File: src/rtl/uart_rx_pkg.sv
// Shared UART definitions: FSM state encodings and default bit timing.
// uart_tx is expected to reuse this package when it is written.
package uart_rx_pkg;

  localparam logic [2:0] StIdle     = 3'd0;
  localparam logic [2:0] StStart    = 3'd1;
  localparam logic [2:0] StData     = 3'd2;
  localparam logic [2:0] StStop     = 3'd3;
  localparam logic [2:0] StWaitIdle = 3'd4;

  // 12 MHz system clock, 9600 baud
  localparam int unsigned ClksPerBitDefault = 1250;

endpackage

File: src/rtl/uart_rx_sync.sv
// Two-flop synchroniser for the asynchronous serial line.
// Resets to 1 so an idle-high line never looks like a start bit after reset.
module uart_rx_sync (
  input  logic clk,
  input  logic rst_n,
  input  logic rx_i,
  output logic rx_s_o
);

  logic [1:0] sync_q, sync_d;

  always_comb begin
    sync_d = {sync_q[0], rx_i};
  end

  always_ff @(posedge clk or negedge rst_n) begin
    if (!rst_n) begin
      sync_q <= 2'b11;
    end else begin
      sync_q <= sync_d;
    end
  end

  assign rx_s_o = sync_q[1];

endmodule

File: src/rtl/uart_rx.sv
// 8N1 UART receiver: start-bit validation, single mid-bit sample per bit,
// one-cycle rx_done strobe for good bytes and frame_err strobe for bad stop bits.
module uart_rx
  import uart_rx_pkg::*;
#(
  parameter int unsigned CLKS_PER_BIT = ClksPerBitDefault
) (
  input  logic       clk,
  input  logic       rst_n,
  input  logic       rx,
  output logic [7:0] rx_byte,
  output logic       rx_done,
  output logic       frame_err,
  output logic       busy
);

  localparam int unsigned CntW = $clog2(CLKS_PER_BIT);
  localparam logic [CntW-1:0] CntHalf = CntW'(CLKS_PER_BIT / 2 - 1);
  localparam logic [CntW-1:0] CntFull = CntW'(CLKS_PER_BIT - 1);

  logic            rx_s;
  logic [2:0]      state_q, state_d;
  logic [CntW-1:0] clk_cnt_q, clk_cnt_d;
  logic [2:0]      bit_idx_q, bit_idx_d;
  logic [7:0]      shift_q, shift_d;
  logic [7:0]      rx_byte_q, rx_byte_d;
  logic            rx_done_q, rx_done_d;
  logic            frame_err_q, frame_err_d;

  uart_rx_sync u_sync (
    .clk    (clk),
    .rst_n  (rst_n),
    .rx_i   (rx),
    .rx_s_o (rx_s)
  );

  always_comb begin
    state_d     = state_q;
    clk_cnt_d   = clk_cnt_q;
    bit_idx_d   = bit_idx_q;
    shift_d     = shift_q;
    rx_byte_d   = rx_byte_q;
    rx_done_d   = 1'b0;
    frame_err_d = 1'b0;

    case (state_q)
      StIdle: begin
        clk_cnt_d = '0;
        if (!rx_s) begin
          state_d = StStart;
        end
      end

      // Re-check the line half a bit in; a high here was a glitch, not a start bit.
      StStart: begin
        if (clk_cnt_q == CntHalf) begin
          clk_cnt_d = '0;
          bit_idx_d = '0;
          state_d   = rx_s ? StIdle : StData;
        end else begin
          clk_cnt_d = clk_cnt_q + 1'b1;
        end
      end

      StData: begin
        if (clk_cnt_q == CntFull) begin
          clk_cnt_d          = '0;
          shift_d[bit_idx_q] = rx_s;
          if (bit_idx_q == 3'd7) begin
            state_d = StStop;
          end else begin
            bit_idx_d = bit_idx_q + 3'd1;
          end
        end else begin
          clk_cnt_d = clk_cnt_q + 1'b1;
        end
      end

      // Leaving mid stop bit lets a start edge right after the stop bit be caught.
      StStop: begin
        if (clk_cnt_q == CntFull) begin
          clk_cnt_d = '0;
          if (rx_s) begin
            rx_byte_d = shift_q;
            rx_done_d = 1'b1;
            state_d   = StIdle;
          end else begin
            frame_err_d = 1'b1;
            state_d     = StWaitIdle;
          end
        end else begin
          clk_cnt_d = clk_cnt_q + 1'b1;
        end
      end

      // A held-low line (break) must not be mistaken for a new start bit.
      StWaitIdle: begin
        clk_cnt_d = '0;
        if (rx_s) begin
          state_d = StIdle;
        end
      end

      default: begin
        state_d = StIdle;
      end
    endcase
  end

  always_ff @(posedge clk or negedge rst_n) begin
    if (!rst_n) begin
      state_q     <= StIdle;
      clk_cnt_q   <= '0;
      bit_idx_q   <= '0;
      shift_q     <= '0;
      rx_byte_q   <= '0;
      rx_done_q   <= 1'b0;
      frame_err_q <= 1'b0;
    end else begin
      state_q     <= state_d;
      clk_cnt_q   <= clk_cnt_d;
      bit_idx_q   <= bit_idx_d;
      shift_q     <= shift_d;
      rx_byte_q   <= rx_byte_d;
      rx_done_q   <= rx_done_d;
      frame_err_q <= frame_err_d;
    end
  end

  assign rx_byte   = rx_byte_q;
  assign rx_done   = rx_done_q;
  assign frame_err = frame_err_q;
  assign busy      = (state_q != StIdle);

endmodule

File: config.mk
export PLATFORM = sky130hd
export DESIGN_NAME = uart_rx
export DESIGN_NICKNAME = d
export VERILOG_FILES = /design/src/rtl/uart_rx_pkg.sv /design/src/rtl/uart_rx_sync.sv /design/src/rtl/uart_rx.sv
export SDC_FILE = /design/constraint.sdc
export NUM_CORES = 1
export LEC_CHECK = 0
export CAP_MARGIN = 10
export CORE_UTILIZATION = 40
export CTS_CLUSTER_SIZE = 24
export DETAILED_ROUTE_END_ITERATION = 8
export GPL_TIMING_DRIVEN = 0
export PLACE_DENSITY = 0.59
export SKIP_CTS_REPAIR_TIMING = 1
export SLEW_MARGIN = 20
export SYNTH_ARGS = -nofsm -noshare
export SYNTH_HDL_FRONTEND = slang
export SYNTH_HIERARCHICAL = 1
export SYNTH_SLANG_ARGS = --single-unit
File: constraint.sdc
create_clock -name clk -period 3.4 [get_ports clk]
set_input_delay 1.02 -clock clk [delete_from_list [all_inputs] [get_ports clk]]
set_output_delay 1.02 -clock clk [all_outputs]
set_load 0.03 [all_outputs]
Word level (Yosys, flattened, before mapping)

Cells that the tools add are included.

Register bits after elaboration: 37
Bits of input ports: 3
Output and inout bits: 11
Logic and storage cells: 62

Add/sub/neg operators: 2
$lt $le $gt $ge: 2
Equal/unequal tests: 14
Muxes and demuxes: 25
Reductions and logical operators: 11

Operators with widths:

| operator                                                                             | number |
|---|---|
| 11-bit case mux with 3 select lines                                                  | 1 |
| 3-bit 2-to-1 mux                                                                     | 10 |
| 11-bit 2-to-1 mux                                                                    | 2 |
| 3-bit case mux with 5 select lines                                                   | 1 |
| 2-bit != test (second input constant)                                                | 6 |
| 11-bit by 1-bit adder with 11-bit output (second input constant)                     | 1 |
| 11-bit by 10-bit equality test with 1-bit output (second input constant)             | 1 |
| 11-bit equality test (second input constant)                                         | 1 |
| 8-bit bitwise mux                                                                    | 1 |
| 1-bit 2-to-1 mux                                                                     | 7 |
| 3-bit by 2-bit equality test with 1-bit output (second input constant)               | 2 |
| 3-bit equality test (second input constant)                                          | 2 |
| 3-bit case mux with 2 select lines                                                   | 1 |
| 6-bit AND reduction                                                                  | 1 |
| 3-bit nonzero test                                                                   | 2 |
| 3-bit by 4-bit less-than comparator with 1-bit output (second input constant)        | 1 |
| 4-bit AND reduction                                                                  | 1 |
| 2-bit OR reduction                                                                   | 2 |
| 3-bit by 1-bit adder with 3-bit output (second input constant)                       | 1 |
| 1-bit demux with 3-bit select                                                        | 1 |
| 3-bit by 1-bit equality test with 1-bit output (second input constant)               | 1 |
| 3-bit by 1-bit greater-or-equal comparator with 1-bit output (second input constant) | 1 |
| 3-bit zero test                                                                      | 1 |
| 3-bit AND reduction                                                                  | 1 |
| 5 further kinds                                                                      | 5 |

Depth between registers and ports, before layout

Depth after elaboration: 5
Mapped depth: 6
Gate-level depth less buffers: 6

Hierarchy

Netlist, hierarchy kept.

Modules (own cells, without submodules):

| module       | times used | cells an instance | area an instance (sq um) | sequential area each (sq um) |
|---|---|---|---|---|
| uart_rx      | 1          | 160               | 1,779.2                  | 875.8 |
| uart_rx_sync | 1          | 2                 | 52.6                     | 52.6 |

Worst setup path after synthesis

OpenSTA, ideal clock, no wires.

Kind: flip-flop to output port
Start: register state_q[0]
End: output busy
Arrival: 1,144 ps
Data required time: 2,380 ps
Setup slack: 1,236 ps
Stages on the path, launching flop included: 3
Buffers on the path: 1
Cells stage by stage: dfrtp_1 -> clkbuf_1 -> or3_1

Longest elaborated chain between the ends: 1

Ends and longest elaborated chain:

| item                   | RTL line       | source |
|---|---|---|
| from (decl)            | uart_rx.sv:22  | `logic [2:0] state_q, state_d;` |
| from (signal assigned) | uart_rx.sv:112 | `state_q <= StIdle;` |
| from (signal assigned) | uart_rx.sv:120 | `state_q <= state_d;` |
| 3-bit nonzero test     | uart_rx.sv:133 | `assign busy = (state_q != StIdle);` |
| to (decl)              | uart_rx.sv:14  | `output logic busy` |

Every way passes these cells.

Worst setup path in the final report

Ends and elaborated chain as after synthesis.

==> metrics.yaml <==
pwr:
  p_per_area_nw_per_um2: 394
  leakagePower_nw: 0.959
  p_comb_share_pct: 2.0
  irDropWorstVdd_uv: 202
  internal-power_mw: 0.686
  switchingPower_mw: 0.169
  pwr-share-seq_pct: 51.8
  clockPowerShare_pct: 46.2
  swShare_pct: 19.8
logic_synthesis:
  synth_fp_nets: 170
  synthSimpleGateAreaFrac_pct: 23.2
  synthArstFlopShare_pct: 100
  synth_top_area_share_pct: 47.8
  synth-xor-area-share_pct: 4.30
  synth_top_family_by_area: "simple AND/OR/NAND/NOR gates"
  synthDistinctLibCells: 40
  synth_flop_cell: "dfrtp_1"
  synth-edff-count: 0
  synth_warnings: 6
  synth_fa_ha_area_share_pct: 3.42
  synth_top_cells_by_area: "dfrtp_1 48%, mux2_2 8.0%, nor2_1 3.5%"
  syn_inst: 162
  ys_ff_latch: 37
  yosysSeqAreaShare_pct: 50.7
  synth_mux_area_share_pct: 12.0
  yosysTopAreaCell: "dfrtp_1"
  synth_compound_area_share_pct: 3.76
  postSynthAreaPerCell_um2: 11.3
  synth.cell_area_um2: 1830
clocking:
  insertion_delay_ps: 290
  clk_pin_slew_worst_paths_ps: 80
  root_buffer: "clkbuf_8"
  numCtsBuffers: 5
  numClockSinks: 37
  clockBufferDepth: 2
  cts_tree: "done"
  htree_num_levels: 2
route:
  wl_per_cell_um: 14.5
  vias: 1278
  drc: 0
  firstDrtPassIters: 4
  drt_iter0_drc: 27
  routed_wl_mm: 3.42
  via_per_inst: 5.42
  ant_nets: 0
worst_setup_path:
  crit_fanout: 10
  worstPathCellList: "clkbuf_1 -> or3_1 -> clkdlybuf4s50_1"
  path_class: "reg -> out"
  critical-path-max-stage-delay_ps: 600
  cp_slowest_cell: "clkdlybuf4s50_1"
  endpoint_kind: "primary output"
  worstPathArrival_ps: 2040
  crit_required_ps: 2380
  critical_path.startpoint_type: "flop"
  crit_buf_inv: 2
  cpLargestDelayFamily: "buffers and inverters"
timing:
  drv_slew: 0
  fin_worst_skew_ps: 6.81
  tns_ps: 0
  min_period_ps: 3060
  rsz0062_at_grt: "false"
  setup_viol: 0
  fmax_mhz: 327
  period_share_pct: 90.0
  max_slew_margin_pct: 54.5
  worst_pin_slew_ps: 675
  hold_viol_final: 0
floorplanning:
  die_h_um: 69.7
  start_util_pct: 41.8
  die_area_um2: 4850
  rows: 24
  io_pins: 14
  core_area_um2: 4380
  die_x_um: 69.7
min_path:
  hold_class: "reg -> reg"
cells_and_area:
  fin_nets: 191
  post-route-util_pct: 49.5
  antennaDiodeCount: 0
  drive_above_1_share_pct: 17.9
  syn_to_final_growth_pct: 18.4
status:
  status: "finished clean"
placement:
  post-dp-hpwl_mm: 2.50
  io_buffers: 13
  place_congestion: 0.862
global_route:
  grt_pass1_wl_mm: 6.11
  overflow: 0
  antenna_found_initial: 0
  track_usage_pct: 16.0
  grt_max_degree: 22
  first_global_vias: 1305
job:
  drv_cap: 0
## sequential cells by signal, summed over array words and instances, names as in the netlist
signal,flops
bit_idx_q,3
clk_cnt_q,11
frame_err,1
rx_byte,8
rx_done,1
shift_q,8
state_q,3
u_sync/sync_q,2
## through the flow
| stage | setup WS, ps | cell area, um^2 | hold slack [ps] | cells | power, mW |
|---|---|---|---|---|---|
| after global placement | 513 | 2030 | 346 | 227 | 0.465 |
| after detailed placement | 669 | 2050 | 351 | 228 | 0.469 |
| after floorplan | 1240 | 1830 | 345 | 162 | 0.453 |
| after CTS | 346 | 2170 | 362 | 236 | 0.867 |
| after global routing | 261 | 2170 | 367 | 236 | 0.885 |
| final | 341 | 2170 | 360 | 236 | 0.855 |
## path summary, 6_finish.rpt
check	from	end	slack, ps	cells past startpoint
max	state_q[0]	busy	340	3
max reg2reg	clk_cnt_q[1]	shift_q[4]	1350	6
max in group asynchronous	rst_n	rx_byte[6]	2290	2
min in group asynchronous	rst_n	frame_err	660	1
min	u_sync/sync_q[0]	u_sync/sync_q[1]	360	0
min reg2reg	u_sync/sync_q[0]	u_sync/sync_q[1]	360	0
## final cells by class
class | instances | area [um^2]
Timing Repair Buffer | 14 | 153
Multi-Input combinational cell | 115 | 856
Clock buffer | 6 | 82.6
Sequential cell | 37 | 928
Fill cell | 400 | 2210
Inverter | 4 | 15.0
Buffer | 6 | 32.5
Clock inverter | 2 | 37.5
Tap cell | 52 | 65.1
## power by group through the flow
stage          Sequential [mW]  Combinational (mW)  Clock, mW
2_1_floorplan            0.451             0.00249          0
3_5_place_dp             0.451              0.0180          0
5_1_grt                  0.442              0.0198      0.423
6_report                 0.442              0.0169      0.395
3_3_place_gp             0.451              0.0142          0
4_1_cts                  0.442              0.0180      0.407
## kinds of logic after synthesis
group / after synthesis
AOI/OAI and AO/OA: 9
adders and majority gates: 5
buffers and inverters: 10
DFF: 37
muxes: 20
xor gates and xnor gates: 9
and+or+nand+nor: 72
## cell usage in the layout, fill, tap and decap left out, types with 4 or more instances in the layout
cell type        instances
mux2_2                  13
xor2_1                   5
mux2i_1                  4
nor2_1                  17
nand2_1                 11
nand2b_1                 5
inv_1                    4
dfrtp_1                 35
nand4_1                 10
nor4_1                   5
clkbuf_8                 6
nand3_1                  4
clkdlybuf4s50_1         12
ha_1                     5
xnor2_1                  4
## synthesized netlist by cell type, drive strengths merged, types with 2 or more instances
cell type / instances
nor2: 18
dfrtp: 35
nor3: 5
nor4: 5
ha: 5
inv: 4
dfstp: 2
clkbuf: 3
or3: 3
xor2: 5
a21oi: 2
xnor2: 4
nor2b: 2
nand2: 11
buf: 3
and3: 2
nand3: 4
nand4: 11
mux2i: 4
nand2b: 5
mux2: 16
## layer usage
layer	vias up	track usage, %	part of all wire (%)
li1	623	-	-
met1	630	21.5	47
met3	5	3.05	2.9
met2	20	25.2	48
met5	-	0	0
met4	0	6.67	1.4
(Power assumes the default switching activity.)
